$ cat src/rtl/parking_pkg.sv
`default_nettype none
// ============================================================================
// Module      : parking_pkg
// Description : Shared definitions for the parking gate controller: FSM state
//               encodings, timebase rate and default tick-count constants.
// Contents    : state_t        - 2-bit FSM state type
//               ST_*           - FSM state encodings
//               TICK_HZ        - timebase pulse rate
//               DEF_*_TICKS    - default debounce / hold / timeout lengths
//               max_int()      - helper used to size shared counters
// Revision    : 1.0 - initial release
// ============================================================================
package parking_pkg;

  typedef logic [1:0] state_t;

  // Gate FSM encodings. ST_IDLE is the only state with the gate closed.
  localparam logic [1:0] ST_IDLE  = 2'd0;
  localparam logic [1:0] ST_ENTER = 2'd1;
  localparam logic [1:0] ST_EXIT  = 2'd2;
  localparam logic [1:0] ST_HOLD  = 2'd3;

  // Timebase delivered on tick_100hz.
  localparam int TICK_HZ = 100;

  // Defaults expressed in timebase ticks.
  localparam int DEF_DEBOUNCE_TICKS = 3;
  localparam int DEF_HOLD_TICKS     = 2 * TICK_HZ;   // 2 s
  localparam int DEF_TIMEOUT_TICKS  = 10 * TICK_HZ;  // 10 s

  function automatic int max_int(input int a, input int b);
    return (a > b) ? a : b;
  endfunction

endpackage
`default_nettype wire

$ cat src/rtl/sensor_debounce.sv
`default_nettype none
// ============================================================================
// Module      : sensor_debounce
// Description : Tick-sampled debouncer for one raw car-detect sensor. The
//               filtered level follows the raw input only after
//               DEBOUNCE_TICKS consecutive tick samples at the new value, and
//               a registered one-cycle rise pulse follows each rising edge
//               of the filtered level.
// Ports       : clk_in      in   system clock
//               rst_n       in   synchronous active-low reset
//               tick_100hz  in   one-cycle sampling strobe
//               raw         in   unfiltered sensor, 1 = car present
//               level       out  debounced sensor level
//               rise        out  one-cycle pulse, one clk_in after level rises
// Revision    : 1.0 - initial release
// ============================================================================
module sensor_debounce
  import parking_pkg::*;
#(
  parameter int DEBOUNCE_TICKS = DEF_DEBOUNCE_TICKS
) (
  input  logic clk_in,
  input  logic rst_n,
  input  logic tick_100hz,
  input  logic raw,
  output logic level,
  output logic rise
);

  localparam int             CNT_W    = $clog2(DEBOUNCE_TICKS + 1);
  localparam logic [CNT_W-1:0] CNT_LAST = CNT_W'(DEBOUNCE_TICKS - 1);

  // Number of consecutive tick samples that disagreed with the current level.
  logic [CNT_W-1:0] disagree_cnt;
  // Level as seen one clock earlier, used to find the rising edge.
  logic             level_d;

  always_ff @(posedge clk_in) begin
    if (!rst_n) begin
      disagree_cnt <= '0;
      level        <= 1'b0;
      level_d      <= 1'b0;
      rise         <= 1'b0;
    end else begin
      level_d <= level;
      rise    <= level & ~level_d;

      if (tick_100hz) begin
        if (raw == level) begin
          // Any agreeing sample breaks the run of disagreeing samples.
          disagree_cnt <= '0;
        end else if (disagree_cnt == CNT_LAST) begin
          level        <= raw;
          disagree_cnt <= '0;
        end else begin
          disagree_cnt <= disagree_cnt + CNT_W'(1);
        end
      end
    end
  end

endmodule
`default_nettype wire

$ cat src/rtl/parking_gate_ctrl.sv
`default_nettype none
// ============================================================================
// Module      : parking_gate_ctrl
// Description : Single-gate car park controller. Debounces the entry and exit
//               lane sensors, opens the gate for one car at a time, keeps an
//               occupancy count with full/empty flags, holds the gate open
//               for a fixed time after the car clears, and raises a sticky
//               alarm if a sensor stays blocked too long with the gate open.
// Ports       : clk_in        in   system clock (only clock)
//               rst_n         in   synchronous active-low reset
//               tick_100hz    in   one-cycle timebase strobe
//               entry_sensor  in   raw entry-lane detect, 1 = car present
//               exit_sensor   in   raw exit-lane detect, 1 = car present
//               gate_open     out  gate actuator, 1 = open (registered)
//               occupancy     out  number of parked cars
//               full          out  occupancy == CAPACITY (registered)
//               empty         out  occupancy == 0 (registered)
//               alarm         out  sticky blocked-sensor timeout flag
// Revision    : 1.0 - initial release
// ============================================================================
module parking_gate_ctrl
  import parking_pkg::*;
#(
  parameter int CAPACITY       = 16,
  parameter int DEBOUNCE_TICKS = DEF_DEBOUNCE_TICKS,
  parameter int HOLD_TICKS     = DEF_HOLD_TICKS,
  parameter int TIMEOUT_TICKS  = DEF_TIMEOUT_TICKS
) (
  input  logic                              clk_in,
  input  logic                              rst_n,
  input  logic                              tick_100hz,
  input  logic                              entry_sensor,
  input  logic                              exit_sensor,
  output logic                              gate_open,
  output logic [$clog2(CAPACITY + 1) - 1:0] occupancy,
  output logic                              full,
  output logic                              empty,
  output logic                              alarm
);

  localparam int OCC_W = $clog2(CAPACITY + 1);
  // One counter serves both the hold period and the blocked-sensor timeout,
  // so it is sized for whichever is longer.
  localparam int TCNT_W = $clog2(max_int(HOLD_TICKS, TIMEOUT_TICKS) + 1);

  localparam logic [OCC_W-1:0]  OCC_MAX      = OCC_W'(CAPACITY);
  localparam logic [TCNT_W-1:0] HOLD_LAST    = TCNT_W'(HOLD_TICKS - 1);
  localparam logic [TCNT_W-1:0] TIMEOUT_LAST = TCNT_W'(TIMEOUT_TICKS - 1);

  // --------------------------------------------------------------------------
  // Sensor conditioning
  // --------------------------------------------------------------------------
  logic entry_level;
  logic entry_rise;
  logic exit_level;
  logic exit_rise;

  sensor_debounce #(
    .DEBOUNCE_TICKS (DEBOUNCE_TICKS)
  ) u_entry_debounce (
    .clk_in     (clk_in),
    .rst_n      (rst_n),
    .tick_100hz (tick_100hz),
    .raw        (entry_sensor),
    .level      (entry_level),
    .rise       (entry_rise)
  );

  sensor_debounce #(
    .DEBOUNCE_TICKS (DEBOUNCE_TICKS)
  ) u_exit_debounce (
    .clk_in     (clk_in),
    .rst_n      (rst_n),
    .tick_100hz (tick_100hz),
    .raw        (exit_sensor),
    .level      (exit_level),
    .rise       (exit_rise)
  );

  // --------------------------------------------------------------------------
  // Gate FSM, tick counter and occupancy - next-state logic
  // --------------------------------------------------------------------------
  state_t            state;
  state_t            state_nxt;
  logic [TCNT_W-1:0] tick_cnt;
  logic [TCNT_W-1:0] tick_cnt_nxt;
  logic [OCC_W-1:0]  occ_nxt;
  logic              alarm_nxt;

  always_comb begin
    state_nxt    = state;
    tick_cnt_nxt = tick_cnt;
    occ_nxt      = occupancy;
    alarm_nxt    = alarm;

    case (state)
      ST_IDLE: begin
        // Exit is checked first so a simultaneous entry pulse is dropped.
        // A pulse that cannot be served (exit while empty, entry while full)
        // is simply ignored.
        if (exit_rise && !empty) begin
          state_nxt = ST_EXIT;
        end else if (entry_rise && !full) begin
          state_nxt = ST_ENTER;
        end
      end

      ST_ENTER: begin
        if (!entry_level) begin
          // Car has cleared the entry lane: count it in.
          state_nxt = ST_HOLD;
          if (occupancy != OCC_MAX) begin
            occ_nxt = occupancy + OCC_W'(1);
          end
        end else if (tick_100hz) begin
          if (tick_cnt == TIMEOUT_LAST) begin
            alarm_nxt = 1'b1;
            state_nxt = ST_IDLE;
          end else begin
            tick_cnt_nxt = tick_cnt + TCNT_W'(1);
          end
        end
      end

      ST_EXIT: begin
        if (!exit_level) begin
          // Car has cleared the exit lane: count it out.
          state_nxt = ST_HOLD;
          if (occupancy != '0) begin
            occ_nxt = occupancy - OCC_W'(1);
          end
        end else if (tick_100hz) begin
          if (tick_cnt == TIMEOUT_LAST) begin
            alarm_nxt = 1'b1;
            state_nxt = ST_IDLE;
          end else begin
            tick_cnt_nxt = tick_cnt + TCNT_W'(1);
          end
        end
      end

      ST_HOLD: begin
        // Rise pulses are not looked at here; a car arriving during the
        // hold period has to present itself again after the gate closes.
        if (tick_100hz) begin
          if (tick_cnt == HOLD_LAST) begin
            state_nxt = ST_IDLE;
          end else begin
            tick_cnt_nxt = tick_cnt + TCNT_W'(1);
          end
        end
      end

      default: begin
        state_nxt = ST_IDLE;
      end
    endcase

    // Every state starts its own count from zero.
    if (state_nxt != state) begin
      tick_cnt_nxt = '0;
    end
  end

  // --------------------------------------------------------------------------
  // State registers. The flags and the gate are registered from the next
  // values so they move on the same edge as occupancy and state.
  // --------------------------------------------------------------------------
  always_ff @(posedge clk_in) begin
    if (!rst_n) begin
      state     <= ST_IDLE;
      tick_cnt  <= '0;
      occupancy <= '0;
      full      <= 1'b0;
      empty     <= 1'b1;
      alarm     <= 1'b0;
      gate_open <= 1'b0;
    end else begin
      state     <= state_nxt;
      tick_cnt  <= tick_cnt_nxt;
      occupancy <= occ_nxt;
      full      <= (occ_nxt == OCC_MAX);
      empty     <= (occ_nxt == '0);
      alarm     <= alarm_nxt;
      gate_open <= (state_nxt != ST_IDLE);
    end
  end

endmodule
`default_nettype wire

$ cat config.mk
export PLATFORM = sky130hd
export DESIGN_NAME = parking_gate_ctrl
export DESIGN_NICKNAME = d
export VERILOG_FILES = /design/src/rtl/parking_pkg.sv /design/src/rtl/sensor_debounce.sv /design/src/rtl/parking_gate_ctrl.sv
export SDC_FILE = /design/constraint.sdc
export NUM_CORES = 1
export LEC_CHECK = 0
export BUFFER_PORTS_ARGS = -buffer_cell sky130_fd_sc_hd__clkbuf_2
export CAP_MARGIN = 5
export CORE_MARGIN = 2
export CORE_UTILIZATION = 50
export DETAILED_ROUTE_END_ITERATION = 7
export PLACE_DENSITY = 0.7
export RECOVER_POWER = 100
export SYNTH_ARGS = -nofsm -noshare
export SYNTH_HDL_FRONTEND = slang
export SYNTH_SLANG_ARGS = --single-unit
$ cat constraint.sdc
create_clock -name clk_in -period 2.4 [get_ports clk_in]
set_input_delay 0.48 -clock clk_in [delete_from_list [all_inputs] [get_ports clk_in]]
set_output_delay 0.48 -clock clk_in [all_outputs]
set_load 0.02 [all_outputs]
---- After elaboration in Yosys (flattened, before gate mapping) ----
Cells that the tools add are included.
word-level totals
  register bits ........................... 31
  logic and storage cells ................. 88
  input bits .............................. 5
operators by class
  equal/unequal tests ..................... 16
  reductions and logical operators ........ 15
  mux-type cells .......................... 30
  bitwise operators ....................... 7
  add/sub/neg operators ................... 5
operator list
  cell                                                  count
  two-way mux 10 bit                                    6
  one-hot mux 10 bit (3 select lines)                   1
  two-way mux 2 bit                                     12
  two-way mux 5 bit                                     4
  adder 10 x 1 -> 10 bit, second input constant         1
  equality test 10 bit, second input constant           1
  equality test 10 x 8 -> 1 bit, second input constant  1
  one-hot mux 5 bit (2 select lines)                    1
  AND reduction 3 bit                                   3
  equality test 2 bit, second input constant            4
  one-hot mux 2 bit (4 select lines)                    1
  adder 5 x 1 -> 5 bit, second input constant           1
  equality test 5 bit, second input constant            1
  logical NOT 5 bit                                     1
  != test 5 bit, second input constant                  1
  inverter 1 bit                                        5
  AND reduction 5 bit                                   1
  nonzero test 5 bit                                    1
  subtractor 5 x 1 -> 5 bit, second input constant      1
  adder 2 x 1 -> 2 bit, second input constant           2
  two-way mux 1 bit                                     4
  != test 2 x 1 -> 1 bit, second input constant         2
  != test 2 bit, second input constant                  2
  nonzero test 2 bit                                    2
  other kinds (10)                                      14

---- Longest topological paths before layout ----
Gate-level depths: netlist (run 1).
  depth in word-level cells ............... 7
  gate-level depth with buffers ........... 9

---- Hierarchy ----
Synthesis (run 1) repeated with hierarchy kept, for this count alone.
unflattened totals
  cell total of the unflattened synthesis .. 212
  area total of the unflattened synthesis .. 1911.8 µm²
by module, submodules not included
  module             cells each  area each (µm²)  instances
  parking_gate_ctrl  176         1539.0           1
  sensor_debounce    18          186.4            2

---- Worst setup path after synthesis (run 1) ----
Ideal clock, no wire load.
  kind .................................... register to register
  start ................................... register state[0]
  end ..................................... register empty
  clock period less this slack ............ 1988 ps
  arrival ................................. 1892 ps
  stages on the path, launching flop included .. 10
  setup slack ............................. 412 ps
  setup time .............................. 96 ps
  data required time ...................... 2304 ps
  cell sequence ........................... dfxtp_1 -> inv_1 -> ha_1 -> clkbuf_1 -> nor2b_1 -> mux2_1 -> a22oi_1 -> nand2b_1 -> inv_2 -> o41ai_2
between the ends
  word-level cells in the longest chain between the ends .. 3
  elaborated cells between the ends (all ways) .. 4
  classes of those cells .................. eq/ne: 2; mux: 1; reduce/logical: 1
ends and longest elaborated chain
  item                                                                 line                      source
  start, declared                                                      parking_gate_ctrl.sv:83   state_t state;
  start signal, assigned                                               parking_gate_ctrl.sv:179  state <= state_nxt;
  equality test 2 bit or equality test 2 x 1 -> 1 bit (tied branches)  parking_gate_ctrl.sv:96   case (state)
  one-hot mux 5 bit (2 select lines) (*)                               parking_gate_ctrl.sv:96
  logical NOT 5 bit (*)                                                parking_gate_ctrl.sv:183  empty <= (occ_nxt == '0);
  end signal, assigned                                                 parking_gate_ctrl.sv:183
  end, declared                                                        parking_gate_ctrl.sv:37   output logic empty,
Mark *: on every way between the ends. The rest lies on a longest branch, timed or not.
A chain may end at the register's enable or synchronous reset.

---- Worst setup path in the final report (run 1) ----
Ends and elaborated chain as after synthesis.

==> impl_metrics.yaml, run 1 <==
finish:
  nets: 229
  area_delta_synth_final_pct: 9.37
  fillers: 330
  drive_gt1_frac: 0.101
  n_antenna_cell: 0
  final_util: 0.559
  multi_input_area_um2: 1130
  seq_area_um2: 621
global_route:
  grt_overflow_total: 0
  antenna_found_initial: 0
  grt_start_max_net_pins: 20
  grt_pass1_vias: 1410
  track_usage: 0.199
  grt_pass1_wl_um: 6450
pwr:
  pwr-share-seq: 0.397
  leakagePower_uw: 0.000715
  swShare: 0.304
  p_int_uw: 976
  p_comb_frac: 0.222
  clock_power_share: 0.381
  finalPower_uw: 1400
  vdd_drop_max_mv: 0.438
  switching_power_uw: 427
  power_density_nw_per_um2: 696
timing:
  period_needed_ps: 2170
  final_max_slew_viol_count: 0
  rsz0062_at_grt: "false"
  setup-violations-final: 0
  fmax_mhz: 461
  finalCritPeriodShare: 0.904
  hold_violations: 0
  max_slew_margin: 0.498
  fin_setup_tns_ps: 0
  fin_worst_skew_ps: 6.58
  layout_setup_ws_ps: 229
  worstMarginPinSlew_ps: 752
yosys:
  yosys_warnings: 0
  syn_nets: 218
  synth_common_cells: "31 x dfxtp_1, 18 x nor2_1, 9 x nand2_1, 9 x nor2b_1"
  seq_area_frac_synth: 0.337
  syn_inst: 206
  synth_area_leaders: "dfxtp_1 34%, ha_1 4.8%, xnor2_1 3.8%"
  synth-seq-cells: 31
  synth-edff-count: 0
  post-synth-top-count-cell: "dfxtp_1"
  async_flop_share: 0
  synth_top_area_share: 0.337
  avgSynthCellArea_um2: 8.95
  ys_types: 52
  synth.largest_area_cell: "dfxtp_1"
  synth_ff_type: "dfxtp_1"
  syn_area_um2: 1840
setup_path:
  r2r_start: "state[0]"
  crit_fanout: 9
  ff2ff_path_depth: 7
  cp.arrival_ps: 2360
  endpoint_kind: "flip-flop"
  r2r-end: "empty"
  cp-start-kind: "flip-flop"
  cp.required_ps: 2590
  crit_type: "reg2reg"
  reg2reg_slack_ps: 230
floorplanning:
  core_area_um2: 3610
  die_w_um: 64.7
  dieArea_um2: 4190
  start_util: 0.511
  ios: 14
  die_h_um: 64.7
  num_rows: 22
clock_network:
  clk_pin_slew_ps: 60
  cts_inserted_buffers: 5
  cts_tree: "done"
  post-cts-setup-buffers: 0
  cts_root_buffer: "clkbuf_8"
  cts_buffer_depth: 2
  worstSkewPairLatency_ps: 280
  cts_max_level: 2
  cts_hold_buf: 0
  cts.sinks: 31
  post_cts_resized: 0
detailed_routing:
  final_antenna_net_count: 0
  first_pass_iters: 4
  viasPerCell: 5.62
  wl_um: 3660
  wl_per_cell_um: 13.8
  num_vias: 1494
  drt-initial-drc-count: 77
  drc_errors: 0
min_path:
  hold-path-cell-count: 1
  hold_start: "u_exit_debounce.level_d"
  worstHoldEndpoint: "u_exit_debounce.rise"
  hold_path.class: "reg2reg"
placement:
  dpl.hpwl_um: 2530
  gp_congestion: 0.846
  io_buffers: 13
  pre_cts_ws_ps: 288
job:
  maxCapViolCount: 0
status:
  status: "completed"
worst max path at each step:
stage / start / end / slack (ps) / depth (start not counted)
6_report: state[0] / empty / 230 / 7
5_1_grt: state[0] / tick_cnt[9] / 20 / 7
4_1_cts: state[0] / tick_cnt[3] / 250 / 7
3_5_place_dp: state[0] / tick_cnt[3] / 290 / 7
3_3_place_gp: state[1] / gate_open / 310 / 7
2_1_floorplan: state[0] / empty / 410 / 9
registers in the layout, summed over array words and instances (netlist names), 2 cells and up:
name,flops
state,2
occupancy,5
tick_cnt,10
u_entry_debounce.disagree_cnt,2
u_exit_debounce.disagree_cnt,2
metrics by stage:
step	area, um2	cells	hold WS [ps]
floorplan	1840	206	367
global placement	1920	258	370
detailed placement	1920	258	377
CTS	2040	266	386
global route	2020	266	392
finish	2020	266	384
cells by family after synthesis:
logic type | Yosys count | share of synthesized area
flops | 31 | 0.337
xor+xnor | 11 | 0.0523
compound gates | 38 | 0.157
buf+inv | 19 | 0.0482
mux | 4 | 0.0224
fa+ha+maj | 7 | 0.0475
simple gates | 96 | 0.336
final cells by class:
type | count | area share
Clock buffer | 6 | 0.0410
Timing Repair Buffer | 14 | 0.0279
Clock inverter | 2 | 0.0174
Tap cell | 48 | 0.0298
Multi-Input combinational cell | 156 | 0.559
Inverter | 9 | 0.0168
Sequential cell | 31 | 0.308
critical path: stages (launching register included):
cell and delay (ps):
dfxtp_1 430, inv_1 120, ha_1 280, nand2b_1 340
nor2_1 130, a221oi_1 360, o211ai_1 200, o41ai_2 220
cells in the final DEF (no fill, tap or decap), types with 3 or more instances in the layout:
cell,count
a21boi_0,3
a21oi_1,7
and2_0,3
and2_1,4
clkbuf_1,11
clkbuf_2,3
clkbuf_8,6
dfxtp_1,31
ha_1,7
inv_1,8
mux2i_1,3
nand2_1,9
nand2b_1,8
nand3_1,6
nand4_1,5
nand4b_1,3
nor2_1,18
nor2b_1,9
nor3_1,7
nor4_2,4
nor4b_1,3
o211ai_1,4
o21a_1,5
o21ai_0,4
o2bb2ai_1,3
xnor2_1,8
xor2_1,3
metal layers:
metal / track usage / vias up / share of wire
li1: - / 764 / -
met1: 0.256 / 691 / 0.49
met2: 0.318 / 33 / 0.45
met3: 0.0521 / 6 / 0.040
met4: 0.0718 / 0 / 0.014
met5: 0 / - / 0
power groups by stage:
| stage | clock network [uW] | registers, uW | logic [uW] |
|---|---|---|---|
| after CTS | 548 | 557 | 323 |
| after global placement | 0 | 568 | 316 |
| after detailed placement | 0 | 568 | 321 |
| after floorplan | 0 | 573 | 245 |
| final | 534 | 557 | 312 |
| after global routing | 570 | 560 | 355 |
Note: power is estimated with default switching activity, not from simulation.
==> run 2, diff against run 1 <==
--- a/config.mk
+++ b/config.mk
@@ -6,11 +6,11 @@
 export NUM_CORES = 1
 export LEC_CHECK = 0
 export BUFFER_PORTS_ARGS = -buffer_cell sky130_fd_sc_hd__clkbuf_2
-export CAP_MARGIN = 5
+export CAP_MARGIN = 20
 export CORE_MARGIN = 2
 export CORE_UTILIZATION = 50
 export DETAILED_ROUTE_END_ITERATION = 7
-export PLACE_DENSITY = 0.7
+export PLACE_DENSITY = 0.76
 export RECOVER_POWER = 100
 export SYNTH_ARGS = -nofsm -noshare
 export SYNTH_HDL_FRONTEND = slang
==> constraint.sdc (replaced) <==
create_clock -name clk_in -period 2.7 [get_ports clk_in]
set_input_delay 0.54 -clock clk_in [delete_from_list [all_inputs] [get_ports clk_in]]
set_output_delay 0.54 -clock clk_in [all_outputs]
set_load 0.02 [all_outputs]
==> run 2 against run 1 <==
First-iteration DRC count decreased by 47%. Core utilization decreased by 1.2 points. Sequential cell count unchanged. Worst setup slack got worse by 2.8 ps. Critical path type unchanged. Critical endpoint is now tick_cnt[1]. Largest power group unchanged. Highest routed layer unchanged.
==> impl_metrics.yaml, run 2 (synthesis gave the netlist of run 1 again) <==
status:
  status: "completed"
finish:
  nets: 228
  final_cell_mix: "31 x dfxtp_1, 18 x nor2_1, 11 x clkbuf_1"
  design_area_um2: 1970
  drive_gt1_frac: 0.0876
  largest_register: "tick_cnt"
  largest_reg_flops: 10
  final_common_cell: "dfxtp_1"
  n_antenna_cell: 0
  area_delta_synth_final_pct: 7.06
  top_regs: "tick_cnt (10), occupancy (5)"
floorplanning:
  num_rows: 22
  die_h_um: 64.7
  start_util: 0.511
  ios: 14
  die_w_um: 64.7
  dieArea_um2: 4190
  core_area_um2: 3610
detailed_routing:
  wl_um: 3620
  num_vias: 1513
  highest_layer: "met4"
  met3_length_um: 139
  wl_per_cell_um: 13.7
  first_pass_iters: 4
  viasPerCell: 5.71
  wl_met2_um: 1670
  final_antenna_net_count: 0
  drt-initial-drc-count: 41
  drt-met1-wl_um: 1780
  drc_errors: 0
clock_network:
  cts.sinks: 31
  worstSkewPairLatency_ps: 280
  cts_inserted_buffers: 5
  cts_root_buffer: "clkbuf_8"
  cts_max_level: 2
  cts_hold_buf: 0
  post-cts-setup-buffers: 0
  post_cts_resized: 0
  cts_buffer_depth: 2
  clk_pin_slew_ps: 60
  cts_tree: "done"
global_route:
  grt_pass1_vias: 1358
  grt_overflow_total: 0
  grt_pass1_wl_um: 6090
  track_usage: 0.185
  antenna_found_initial: 0
  grt_start_max_net_pins: 20
setup_path:
  cp.arrival_ps: 2600
  endpoint_kind: "flip-flop"
  slowest_stage: "o2111ai_1"
  crit_fanout: 10
  cp.required_ps: 2830
  crit_type: "reg2reg"
  cp-start-kind: "flip-flop"
  crit_chain: "inv_1 > ha_1 > or3_1 > o21a_1 > o2111ai_1 > nor2_1"
  cpPeakStageDelay_ps: 720
timing:
  holdWs_ps: 381
  worstMarginPinSlew_ps: 858
  period_needed_ps: 2470
  rsz0062_at_grt: "false"
  fmax_mhz: 404
  hold_violations: 0
  finalCritPeriodShare: 0.916
  final_max_slew_viol_count: 0
  setup-violations-final: 0
  max_slew_margin: 0.428
  fin_setup_tns_ps: 0
  fin_worst_skew_ps: 7.33
min_path:
  hold_path.class: "reg2reg"
pwr:
  power_density_nw_per_um2: 571
  vdd_drop_max_mv: 0.343
  leakagePower_uw: 0.000690
placement:
  io_buffers: 13
  dpl.hpwl_um: 2560
  post_dp_cell_area_um2: 1910
  gp_congestion: 0.905
job:
  maxCapViolCount: 0
[run 2: worst max-delay path: cells and delay by family (launching register included)]
| family | cells | cell delay, ps |
|---|---|---|
| AOI/OAI and AO/OA | 2 | 860 |
| and+or+nand+nor | 2 | 560 |
| adders and majority gates | 1 | 310 |
| DFF | 1 | 450 |
| buffers and inverters | 1 | 140 |
[run 2: routing by layer]
metal / track usage / up-vias
met5: 0 / -
met1: 0.233 / 719
met2: 0.300 / 23
li1: - / 767
met3: 0.0590 / 4
met4: 0.0612 / 0
[run 2: worst paths after layout]
| check | startpoint | slack [ps] | endpoint | depth (start not counted) |
|---|---|---|---|---|
| worst min-delay path | u_exit_debounce.level_d | 380 | u_exit_debounce.rise | 1 |
| worst max-delay path | state[0] | 230 | tick_cnt[1] | 6 |
| worst max register to register | state[0] | 230 | tick_cnt[1] | 6 |
| worst min register to register | u_exit_debounce.level_d | 380 | u_exit_debounce.rise | 1 |
[run 2: layout make-up]
type / instances / area (um2)
Clock buffer: 6 / 72.6
Clock inverter: 2 / 12.5
Fill cell: 353 / 1630
Inverter: 9 / 33.8
Multi-Input combinational cell: 156 / 1120
Sequential cell: 31 / 621
Tap cell: 48 / 60.1
Timing Repair Buffer: 13 / 52.6
[run 2: through the flow]
stage          worst slack [ps]  cells  total power [uW]   util
2_1_floorplan               712    206               727      -
3_3_place_gp                518    257               779  0.531
3_5_place_dp                493    257               782  0.531
4_1_cts                     463    265              1130  0.554
5_1_grt                     154    265              1190  0.547
6_report                    227    265              1130  0.547
[run 2: power by group]
group	total (uW)	switching, uW	internal (uW)	leakage [uW]
registers	496	19.7	477	0.000250
clock network	356	176	180	0.0000412
logic	274	183	90.5	0.000399
total	1130	379	747	0.000690
